<file path="src/rtl/prog_scheduler.sv">
// prog_scheduler: round-robin time-slice scheduler for the partitioned data RAM; quantum preemption under SCHED_PREEMPT_EN
module prog_scheduler #(
  parameter int NUM_PROGS = 10,
  parameter int QUANTUM = 64,
  parameter int QW = 8
) (
  input  logic       clk,
  input  logic       rst_n,
  input  logic       load_en,
  input  logic [3:0] load_idx,
  input  logic       os_return,
  input  logic       syscall,
  input  logic       prog_done,
  output logic [3:0] progIndex,
  output logic       OSUsage,
  output logic [1:0] trap_cause,
  output logic       ctx_switch,
  output logic       idle
);
  typedef enum logic [1:0] {S_OS, S_PICK, S_RUN} state_t;
  state_t state, state_n;
  logic [NUM_PROGS-1:0] mask, mask_n, rot;
  logic [3:0] base, pick;
  logic [1:0] cause_n;
  logic fresh, expire;
`ifdef SCHED_PREEMPT_EN
  logic [QW-1:0] cnt;
  assign expire = cnt == '0;
  // quantum counter: reloaded when a program is picked, counts down while it runs
  always_ff @(posedge clk or negedge rst_n)
    if (!rst_n) cnt <= '0;
    else if (state == S_PICK) cnt <= QW'(QUANTUM - 1);
    else if (state == S_RUN && cnt != '0) cnt <= cnt - QW'(1);
`else
  assign expire = 1'b0;
`endif
  // round-robin search after the last program (current one last); before the first pick it starts at 0
  always_comb begin
    base = fresh ? 4'(NUM_PROGS - 1) : progIndex;
    rot = NUM_PROGS'({mask, mask} >> (base + 4'd1));
    pick = '0;
    for (int i = NUM_PROGS - 1; i >= 0; i--)
      if (rot[i]) pick = 4'((int'(base) + 1 + i) % NUM_PROGS);
  end
  // next state, mask update and trap cause; a load beats a clearing completion on the same bit
  always_comb begin
    state_n = state;
    cause_n = trap_cause;
    mask_n = mask;
    if (state == S_RUN && prog_done) mask_n[progIndex] = 1'b0;
    if (load_en && int'(load_idx) < NUM_PROGS) mask_n[load_idx] = 1'b1;
    case (state)
      S_OS: state_n = os_return && |mask ? S_PICK : S_OS;
      S_PICK: begin
        state_n = |mask ? S_RUN : S_OS;
        cause_n = |mask ? 2'd0 : trap_cause;
      end
      S_RUN: begin
        cause_n = prog_done ? 2'd3 : syscall ? 2'd2 : expire ? 2'd1 : 2'd0;
        state_n = cause_n != 2'd0 ? S_OS : S_RUN;
      end
      default: state_n = S_OS;
    endcase
  end
  // registered state and outputs; progIndex only moves on the pick-to-run edge
  always_ff @(posedge clk or negedge rst_n)
    if (!rst_n) begin
      state <= S_OS;
      mask <= '0;
      fresh <= 1'b1;
      progIndex <= '0;
      OSUsage <= 1'b1;
      trap_cause <= '0;
      ctx_switch <= 1'b0;
      idle <= 1'b1;
    end else begin
      state <= state_n;
      mask <= mask_n;
      trap_cause <= cause_n;
      OSUsage <= state_n != S_RUN;
      ctx_switch <= state == S_RUN && state_n == S_OS;
      idle <= state_n == S_OS && mask_n == '0;
      if (state == S_PICK && state_n == S_RUN) begin
        progIndex <= pick;
        fresh <= 1'b0;
      end
    end
endmodule

</file>
<file path="config.mk">
export PLATFORM = sky130hd
export DESIGN_NAME = prog_scheduler
export DESIGN_NICKNAME = d
export VERILOG_FILES = /design/src/rtl/prog_scheduler.sv
export SDC_FILE = /design/constraint.sdc
export NUM_CORES = 1
export LEC_CHECK = 0
export CAP_MARGIN = 0
export CELL_PAD_IN_SITES_DETAIL_PLACEMENT = 0
export CELL_PAD_IN_SITES_GLOBAL_PLACEMENT = 1
export CORE_UTILIZATION = 50
export CTS_BUF_LIST = sky130_fd_sc_hd__clkbuf_16
export DETAILED_ROUTE_END_ITERATION = 12
export DONT_BUFFER_PORTS = 1
export PLACE_DENSITY_LB_ADDON = 0.1
export SETUP_SLACK_MARGIN = 0.5
export SLEW_MARGIN = 20
export SYNTH_ARGS = -nofsm -noshare
export SYNTH_HDL_FRONTEND = slang
export SYNTH_SLANG_ARGS = --single-unit
</file>
<file path="constraint.sdc">
create_clock -name clk -period 16.82 [get_ports clk]
set_input_delay 3.364 -clock clk [delete_from_list [all_inputs] [get_ports clk]]
set_output_delay 3.364 -clock clk [all_outputs]
set_load 0.01 [all_outputs]
</file>
==> After elaboration in Yosys (flattened, before gate mapping) <==
Cells that the tools add are included.
{ "totals": {"ff_bits": 22, "word_cells": 83, "inputBits": 10, "output_inout_bits": 9} }
{ "op_classes": {"eq_ne": 5, "n_mux": 25, "bitwise_logic": 3, "shift": 1, "addsub": 11, "n_lt_le_gt_ge": 5, "n_div": 10, "n_reduce_logical": 15} }
{ "ops": {"columns": ["cell", "n"], "rows": [
  ["modulo 32 x 5 -> 32 bit (second input constant)", 10],
  ["adder 32 x 4 -> 32 bit (second input constant)", 4],
  ["adder 32 x 3 -> 32 bit (second input constant)", 2],
  ["adder 32 x 5 -> 32 bit (second input constant)", 2],
  ["two-way mux 4 bit", 11],
  ["adder 32 x 2 -> 32 bit (second input constant)", 1],
  ["two-way mux 10 bit", 2],
  ["right shift 20 x 4 -> 10 bit", 1],
  ["bitwise AND 10 bit", 1],
  ["zero test 10 bit", 1],
  ["< comparator 4 x 5 -> 1 bit (second input constant)", 2],
  ["two-way mux 2 bit", 5],
  ["inverter 10 bit", 1],
  ["bitwise OR 10 bit", 1],
  ["OR reduction 10 bit", 1],
  ["demux 1 bit (select 4 bit)", 2],
  ["greater-or-equal comparator 4 x 1 -> 1 bit (second input constant)", 2],
  ["logical AND 1 bit", 8],
  ["case mux 2 bit (3 select lines)", 1],
  ["adder 4 x 1 -> 5 bit (second input constant)", 1],
  ["adder 4 x 1 -> 4 bit (second input constant)", 1],
  ["equality test 2 bit (second input constant)", 2],
  ["zero test 2 bit", 2],
  ["< comparator 4 bit (second input constant)", 1],
  ["other kinds (6)", 10]
]} }

==> Logic depth before layout (Yosys ltp) <==
Gate-level depths: netlist (run 1).
{ "logic_depth": {"ltp_word": 14, "mapped_depth": 29, "ltp_nobuf": 24} }

==> Worst setup path after synthesis (run 1) <==
No wires, ideal clock.
{ "synth_timing": {"kind": "flip-flop to flip-flop", "startpoint": "register fresh", "endpoint": "register progIndex[2]", "period_less_slack_ns": 6.224, "path_buffers": 7, "t_arrival_ns": 6.156, "required_ns": 16.753, "setup_time_ns": 0.067, "setup_slack_ns": 10.596, "stages_incl_launch_ff": 29, "cell_sequence": "dfstp_2 -> buf_2 -> nor2b_1 -> clkbuf_1 -> ha_1 -> clkbuf_1 -> a211oi_2 -> a21oi_4 -> buf_2 -> buf_1 -> ha_1 -> clkbuf_1 -> buf_1 -> nand2_1 -> o31ai_1 -> o21ai_1 -> ha_1 -> a211oi_1 -> nand2_1 -> a211oi_1 -> o32ai_1 -> xnor2_1 -> inv_1 -> ha_1 -> o311a_1 -> a2111oi_0 -> o31ai_1 -> o221ai_1 -> a32o_1"} }
{ "synth_via": {"elab_chain_len": 14, "word_cells_on_any_way": 33, "classes_between": "11 x add/sub; 10 x div; 1 x shift; 11 x mux"} }
{ "synth_rtl": {"columns": ["element", "line_no", "rtl"], "rows": [
  ["from (decl)", "25", "logic fresh, expire;"],
  ["from (signal assigned)", "70", "fresh <= 1'b1;"],
  ["from (signal assigned)", "85", "fresh <= 1'b0;"],
  ["two-way mux 4 bit (*)", "39", "base = fresh ? 4'(NUM_PROGS - 1) : progIndex;"],
  ["adder 4 x 1 -> 5 bit", "43", "if (rot[i]) pick = 4'((int'(base) + 1 + i) % NUM_PROGS);"],
  ["adder 32 x 5 -> 32 bit", "43", null],
  ["modulo 32 x 5 -> 32 bit", "43", null],
  ["two-way mux 4 bit (9 in a row)", "43", null],
  ["two-way mux 4 bit (*)", "43", null],
  ["to (signal assigned)", "84", "progIndex <= pick;"],
  ["to (decl)", "14", "output logic [3:0] progIndex,"]
]} }
Every way passes the cells marked *; elsewhere a longest branch is shown, timed or not.
A chain may end at the register's enable or synchronous reset.

==> Final worst setup path (run 1) <==
{ "layout_timing": {"startpoint": "register progIndex[2]", "endpoint": "register progIndex[2]"} }
{ "layout_via": {"elab_chain_len": 14, "word_cells_on_any_way": 33, "classes_between": "11 x add/sub; 10 x div; 1 x shift; 11 x mux"} }
{ "layout_rtl": {"columns": ["element", "line_no"], "rows": [
  ["two-way mux 4 bit (*)", "39"],
  ["adder 4 x 1 -> 5 bit", "43"],
  ["adder 32 x 5 -> 32 bit", "43"],
  ["modulo 32 x 5 -> 32 bit", "43"],
  ["two-way mux 4 bit (9 in a row)", "43"],
  ["two-way mux 4 bit (*)", "43"]
]} }
Marks and branches as above.

==> results.yml, run 1 <==
status:
  status: "finished, violations left"
  violations: "design-rule violations"
critical_path:
  startpoint_type: "flop"
  crit_fanout: 48
  ff2ff_path_depth: 24
  path_class: "reg -> reg"
  crit_chain: "nand2b_1, inv_1, ha_1, a211oi_2, a21oi_4, buf_4, ha_1, nor2b_1, nor3_2, o31ai_1, o21ai_1, ha_1, a211oi_1, nand2_1, a211oi_1, o32ai_1, xnor2_1, inv_1, ha_1, o311a_1, a2111oi_0, o31ai_1, o221ai_1, a32o_1"
  crit_arrival_ps: 7900
  slowest_delay_ps: 800
  cpMostUsedCell: "ha_1"
  path_buf_inv: 3
  cp_data_required_time_ps: 17010
  cpLargestDelayFamily: "compound AO/OA/AOI/OAI gates"
  crit_slowest_cell: "dfrtp_1"
  end_kind: "flop"
  path_depth: 24
clocking:
  cts_tree: "yes"
  cts_sinks: 22
  h-tree-depth: 1
  clk_latency_ps: 250
  cts-resized-gates: 0
  ctsRootBufferMaster: "clkbuf_16"
  clockBufferDepth: 2
  post-cts-setup-buffer-count: 0
  numCtsBuffers: 3
  cts.clk_slew.worst_paths_ps: 60
  hold_buffers: 0
routing:
  routedWlPerCell_um: 21.61
  dr.pass1.iters: 9
  routed_wl_mm: 20.03
  drt_iter0_drc: 801
  vias: 6517
  post_drt_via_cell_ratio: 7.030
  ant_nets: 0
  drc: 2
global_routing:
  antenna_found_initial: 0
  overflow: 0
  grt_max_degree: 49
  grt_pass1_vias: 6089
  grt_first_pass_wirelength_mm: 32.24
  grtUsageTotal: 0.3214
yosys:
  synth_top_cell_by_area: "ha_1"
  yosysMostFrequentCell: "nor2_1"
  avgSynthCellArea_um2: 7.330
  async_flop_share: 1.000
  ys_seq_area_frac: 0.09336
  synth_top_area_frac: 0.1096
  synthTopCellsByArea: "ha_1 (11%), dfrtp_1 (8.0%), mux2i_1 (6.9%), o21ai_0 (5.0%), nor2_1 (4.0%)"
  synth_warnings: 0
  synth_flop_cell: "dfrtp_1"
  synth_cell_types: 90
  synth_edf_count: 0
  yosys_register_bits: 22
  synthTopCellsByCount: "nor2_1 (64), o21ai_0 (59), nand2_1 (56)"
  synth_area_um2: 5937
  synth_cells: 810
  synth_nets: 872
placement:
  numPortBuffers: 0
  dpl.hpwl_mm: 15.16
  place_congestion: 0.9346
die:
  num_rows: 39
  chipWidth_um: 111.0
  io_pins: 19
  start_util: 0.5155
  design.core.area_um2: 11520
  die_h_um: 111.0
  die_area_um2: 12310
worst_hold_path:
  min_path_cells: 1
  hp-class: "reg -> reg"
sta:
  tightest_slew_ps: 878.6
  rsz0062_at_grt: "no"
  slew_viol_final: 0
  tns_ps: 0
  period_share: 0.4581
  fin_worst_skew_ps: 1.618
  fmax_ghz: 0.1298
  final_hold_viol_count: 0
  fin_crit_ps: 7705
  setup_viol: 0
  maxSlewHeadroom: 0.3991
final_layout:
  diodes: 0
  final_nets: 847
  drive_above_1_share: 0.07398
  syn_to_final_growth_pct: 3.140
run:
  drv_cap: 0
[cells in the final DEF, fill, tap and decap left out, drive strengths merged, types with 7 or more instances in the layout]
cell type  netlist  routed
dfrtp           19      19
mux2i           41      41
nor2b           16      16
mux2             9       9
nor2            65      65
o21ai           67      67
nor3b           10      10
inv             36      36
nor4            14      14
or2              7       7
nand2           56      56
ha              52      52
and2             7       7
a21o            10      10
o31ai           17      17
nor3            27      27
a21oi           42      42
a31oi           11      11
o2111ai          8       8
or3              8       8
a211oi          16      16
xnor2           23      23
o211ai          18      18
buf             26      11
nand2b          25      25
o21a            12      12
nand3           29      29
o22ai           10      10
[through the flow]
stage	setup slack, ps	std cells	utilization	hold slack, ps	area, µm²
floorplan	10600	810	-	497.4	5937
global placement	9460	923	0.5226	534.6	6018
detailed placement	9323	923	0.5226	536.6	6018
CTS	9283	927	0.5317	550.6	6123
global route	8703	927	0.5317	565.5	6123
finish	9115	927	0.5317	546.2	6123
[flip-flops by register name (all words and copies together), names as in the netlist]
name and count:
mask 10, trap_cause 2, fresh 1, OSUsage 1
idle 1, state 2, progIndex 4, ctx_switch 1
[kinds of logic after synthesis]
kind of cell,count (synthesis),share of synthesized area
AND/OR/NAND/NOR,301,0.2729
AO/OA/AOI/OAI,281,0.3340
buffers and inverters,77,0.05311
adder cells (fa/ha/maj),53,0.1113
multiplexers,52,0.09378
XOR/XNOR,24,0.04152
flip-flops,22,0.09336
[worst paths after layout]
path / start / end / slack (ps)
max: progIndex[2] / progIndex[2] / 9120
min: trap_cause[1] / trap_cause[1] / 550
max reg2reg: progIndex[2] / progIndex[2] / 9120
min reg2reg: trap_cause[1] / trap_cause[1] / 550
max in group asynchronous: rst_n / fresh / 13850
min in group asynchronous: rst_n / state[1] / 2800
[area by class of cell]
class | instances | area [µm²]
Sequential cell | 22 | 554.3
Fill cell | 1128 | 5393
Clock inverter | 1 | 30.03
Tap cell | 143 | 178.9
Timing Repair Buffer | 11 | 82.58
Inverter | 36 | 135.1
Multi-Input combinational cell | 711 | 5067
Clock buffer | 3 | 75.07
[per-layer routing]
layer  wire [µm]  track usage  part of all wire  up-vias
li1            -            -                 -     3074
met1        8927       0.4372              0.45     3127
met2        9424       0.5535              0.47      280
met3        1264      0.02132             0.063       36
met4         412      0.07489             0.021        0
met5           0            0                 0        -
Power of run 1 is left out: the tool's default activity adds up to more than one toggle a clock period on the data nets, which glitch-free logic cannot reach.
==> run 2: changes to the inputs <==
--- a/config.mk
+++ b/config.mk
@@ -8,7 +8,7 @@
 export CAP_MARGIN = 0
 export CELL_PAD_IN_SITES_DETAIL_PLACEMENT = 0
 export CELL_PAD_IN_SITES_GLOBAL_PLACEMENT = 1
-export CORE_UTILIZATION = 50
+export CORE_UTILIZATION = 45
 export CTS_BUF_LIST = sky130_fd_sc_hd__clkbuf_16
 export DETAILED_ROUTE_END_ITERATION = 12
 export DONT_BUFFER_PORTS = 1
==> constraint.sdc (replaced) <==
create_clock -name clk -period 6.61 [get_ports clk]
set_input_delay 1.322 -clock clk [delete_from_list [all_inputs] [get_ports clk]]
set_output_delay 1.322 -clock clk [all_outputs]
set_load 0.01 [all_outputs]
==> run 2 against run 1 <==
Compared with the run above: the run now ends clean; critical path depth is 2 lower; clock-buffer cell count is the same; utilization shrank 3.9 points; final area grew 2.3%; sequential cell count is the same; sequential share of layout area decreased by 0.14 points; via count increased by 1.7%; highest routed layer unchanged.
==> results.yml, run 2 (synthesis results as in run 1) <==
final_layout:
  reg_top3: "mask: 10 flops, progIndex: 4 flops"
  diodes: 0
  layout_common_cells: "nor2_1 (64), o21ai_0 (58), nand2_1 (56), ha_1 (50), a21oi_1 (41)"
  layout_commonest_cell: "nor2_1"
  fin_area_um2: 6264
  syn_to_final_growth_pct: 5.501
  largest_reg_flops: 10
  regMostFlops: "mask"
  drive_above_1_share: 0.09332
  final_nets: 856
die:
  chipWidth_um: 116.9
  num_rows: 41
  die_area_um2: 13660
  io_pins: 19
  design.core.area_um2: 12720
  start_util: 0.4667
  die_h_um: 116.9
sta:
  tns_ps: 0
  final_hold_viol_count: 0
  fin_crit_ps: 5780
  fmax_ghz: 0.1730
  period_share: 0.8745
  rsz0062_at_grt: "yes"
  fin_worst_skew_ps: 4.495
  slew_viol_final: 0
  tightest_slew_ps: 850.4
  whs_ps: 550.9
  maxSlewHeadroom: 0.4169
  setup_viol: 0
placement:
  placed_area_um2: 6100
  numPortBuffers: 0
  dpl.hpwl_mm: 15.64
  place_congestion: 0.9405
global_routing:
  antenna_found_initial: 0
  overflow: 0
  grt_pass1_vias: 6020
  grtUsageTotal: 0.3075
  grt_first_pass_wirelength_mm: 32.73
  grt_max_degree: 36
critical_path:
  startpoint: "fresh"
  crit_slowest_cell: "dfstp_4"
  crit_fanout: 24
  startpoint_type: "flop"
  cpLargestDelayFamily: "compound AO/OA/AOI/OAI gates"
  slowest_delay_ps: 800
  cpMostUsedCell: "ha_1"
  path_buf_inv: 2
  reg2reg_slack_ps: 830
  r2r-start: "fresh"
  cp_data_required_time_ps: 6800
  path_class: "reg -> reg"
  crit_chain: "or2_2, ha_1, xnor2_2, inv_2, ha_1, nor2b_1, nor3_2, o31ai_1, o21ai_1, ha_1, a211oi_2, nand2_1, a211oi_1, o32ai_1, xnor2_1, inv_1, ha_1, o311a_1, a2111oi_2, o31ai_1, o221ai_1, a32o_1"
  end_kind: "flop"
  crit_arrival_ps: 5970
clocking:
  clockBufferDepth: 2
  cts.clk_slew.worst_paths_ps: 60
  cts_sinks: 22
  hold_buffers: 0
  numCtsBuffers: 3
  h-tree-depth: 1
  clk_latency_ps: 260
  cts_tree: "yes"
  ctsRootBufferMaster: "clkbuf_16"
routing:
  drt_iter0_drc: 643
  post_drt_via_cell_ratio: 6.869
  ant_nets: 0
  routedWlPerCell_um: 21.42
  routed_wl_mm: 20.67
  drc: 0
  dr.pass1.iters: 7
  vias: 6629
status:
  status: "complete, no violations"
worst_hold_path:
  worstHoldStart: "trap_cause[1]"
  hp-class: "reg -> reg"
run:
  drv_cap: 0
-- run 2: layout make-up --
cell class / instances / area, µm²
fillers: 1312 / 6459
well taps: 172 / 215.2
multi-input cells: 711 / 5097
clock inverters: 1 / 30.03
flip-flops and latches: 22 / 558.0
repair buffers: 20 / 150.1
inverters: 36 / 137.6
clock buffers: 3 / 75.07
-- run 2: final timing paths --
| path | depth (start not counted) | to |
|---|---|---|
| min | 1 | trap_cause[1] |
| min reg2reg | 1 | trap_cause[1] |
| min in group asynchronous | 0 | progIndex[0] |
| max in group asynchronous | 0 | fresh |
| max reg2reg | 22 | progIndex[2] |
| max | 22 | progIndex[2] |
-- run 2: per-layer routing --
metal,GRT usage,wire [µm],up-vias
met1,0.4430,9488,3196
met5,0,0,-
met2,0.4868,9121,297
li1,-,-,3080
met4,0.09114,653,0
met3,0.02626,1402,56
-- run 2: through the flow --
step	setup WS (ps)	utilization	std cells
2_1_floorplan	613.4	-	810
6_report	829.5	0.4923	965
3_3_place_gp	641.4	0.4794	958
5_1_grt	403.7	0.4923	965
4_1_cts	556.8	0.4880	962
3_5_place_dp	460.6	0.4794	958
-- run 2: timing repair --
action,in CTS,in global routing
gates resized for setup,1,10
setup buffers,0,3
setup endpoints to repair,1,3
-- run 2: worst reg2reg max path, cell delays in order, from the launching register on --
cell and delay (ps):
dfstp_4 800, or2_2 190, ha_1 530, xnor2_2 180, inv_2 300, ha_1 340, nor2b_1 240, nor3_2 110
o31ai_1 250, o21ai_1 150, ha_1 250, a211oi_2 350, nand2_1 100, a211oi_1 300, o32ai_1 170, xnor2_1 300
inv_1 80, ha_1 290, o311a_1 130, a2111oi_2 300, o31ai_1 130, o221ai_1 90, a32o_1 150
Power of run 2 is left out for the same reason.
==> run 3: changes to the inputs <==
--- a/config.mk
+++ b/config.mk
@@ -8,6 +8,7 @@
 export CAP_MARGIN = 0
 export CELL_PAD_IN_SITES_DETAIL_PLACEMENT = 0
 export CELL_PAD_IN_SITES_GLOBAL_PLACEMENT = 1
+export CORE_ASPECT_RATIO = 0.9
 export CORE_UTILIZATION = 45
 export CTS_BUF_LIST = sky130_fd_sc_hd__clkbuf_16
 export DETAILED_ROUTE_END_ITERATION = 12
==> run 3 against run 2 <==
Compared with the run above: clock-buffer cell count unchanged; sequential share of layout area barely moved; hold slack got worse by 1.8 ps.
==> results.yml, run 3 (synthesis results as in run 1) <==
critical_path:
  slowest_delay_ps: 780
  crit_slowest_cell: "dfstp_4"
  path_class: "reg -> reg"
  startpoint_type: "flop"
  cpLargestDelayFamily: "compound AO/OA/AOI/OAI gates"
  end_kind: "flop"
  cpMostUsedCell: "a21oi_1"
  crit_arrival_ps: 5930
  path_buf_inv: 1
  cp_data_required_time_ps: 6790
  crit_fanout: 24
  crit_chain: "nor2b_2, ha_2, xnor2_2, buf_4, ha_2, a21oi_1, xnor2_1, o21ai_0, ha_1, a21oi_1, a21oi_1, a221oi_1, a211oi_2, a21bo_1, a2111oi_0, o31ai_1, o21ai_1"
sta:
  final_hold_viol_count: 0
  period_share: 0.8695
  setup_viol: 0
  rsz0062_at_grt: "yes"
  tightest_slew_ps: 936.8
  fin_worst_skew_ps: 5.689
  fmax_ghz: 0.1740
  fin_crit_ps: 5747
  maxSlewHeadroom: 0.3754
  tns_ps: 0
  slew_viol_final: 0
final_layout:
  layout_common_cells: "nor2_1 (64), o21ai_0 (59), nand2_1 (56), ha_1 (48)"
  layout_commonest_cell: "nor2_1"
  final_nets: 860
  largest_reg_flops: 10
  diodes: 0
  drive_above_1_share: 0.1016
  fin_cells: 961
  fin_area_um2: 6285
  reg_top3: "mask: 10 flops, progIndex: 4 flops"
  syn_to_final_growth_pct: 5.859
  regMostFlops: "mask"
run:
  drv_cap: 0
global_routing:
  grt_max_degree: 36
  grtUsageTotal: 0.3081
  overflow: 0
  grt_pass1_vias: 6195
  grt_first_pass_wirelength_mm: 33.04
  antenna_found_initial: 0
clocking:
  cts_sinks: 22
  h-tree-depth: 1
  clockBufferDepth: 2
  cts_tree: "yes"
  cts.clk_slew.worst_paths_ps: 70
  numCtsBuffers: 3
  ctsRootBufferMaster: "clkbuf_16"
  clk_latency_ps: 260
placement:
  place_congestion: 0.8803
  placed_area_um2: 6112
  dpl.hpwl_mm: 16.30
  numPortBuffers: 0
  dp.cells: 953
routing:
  drt_iter0_drc: 660
  post_drt_via_cell_ratio: 6.816
  dr.pass1.iters: 6
  ant_nets: 0
  drc: 0
  routedWlPerCell_um: 21.76
  vias: 6550
  routed_wl_mm: 20.92
die:
  num_rows: 39
  chipWidth_um: 123.1
  die_area_um2: 13660
  start_util: 0.4644
  design.core.area_um2: 12780
  io_pins: 19
  die_h_um: 111.0
worst_hold_path:
  hp-class: "reg -> reg"
status:
  status: "complete, no violations"
run 3: timing repair:
action | in CTS | in global routing
setup buffers | 0 | 4
hold buffers | 0 | 0
setup endpoints to repair | 3 | 3
pin swaps | 0 | 1
gates resized for setup | 2 | 9
run 3: final timing paths:
check / start / endpoint / slack, ps / cells after the start
setup reg to reg: fresh / progIndex[1] / 860 / 17
setup / recovery: fresh / progIndex[1] / 860 / 17
hold reg to reg: trap_cause[1] / trap_cause[1] / 550 / 1
max in group asynchronous: rst_n / idle / 5680 / 0
min in group asynchronous: rst_n / state[0] / 750 / 0
hold / removal: trap_cause[1] / trap_cause[1] / 550 / 1
run 3: cell type report:
cell class,count,area [µm²]
Fill cell,1259,6500
Multi-Input combinational cell,711,5099
Sequential cell,22,559.3
Tap cell,164,205.2
Timing Repair Buffer,24,180.2
Inverter,36,136.4
Clock buffer,3,75.07
Clock inverter,1,30.03
run 3: metrics by stage:
| stage | utilization | hold slack [ps] | setup slack (ps) |
|---|---|---|---|
| after global routing | 0.4916 | 572.4 | 486.8 |
| after detailed placement | 0.4781 | 544.0 | 365.7 |
| after CTS | 0.4870 | 557.9 | 524.1 |
| after floorplan | - | 497.4 | 613.4 |
| after global placement | 0.4781 | 534.8 | 437.3 |
| final | 0.4916 | 549.1 | 862.9 |
run 3: metal layers:
layer	track usage	wire (µm)	vias to the layer above
met2	0.4678	9129	296
met1	0.4437	9641	3109
li1	-	-	3092
met5	0	0	-
met4	0.09317	561	0
met3	0.04630	1584	53
run 3: worst register-to-register path, stage by stage, from the launching register on:
cell and delay (ps):
dfstp_4 780, nor2b_2 140, ha_2 300, xnor2_2 310
buf_4 360, ha_2 390, a21oi_1 130, xnor2_1 530
o21ai_0 220, ha_1 350, a21oi_1 140, a21oi_1 90
a221oi_1 410, a211oi_2 160, a21bo_1 280, a2111oi_0 760
o31ai_1 170, o21ai_1 150
Power of run 3 is left out for the same reason.
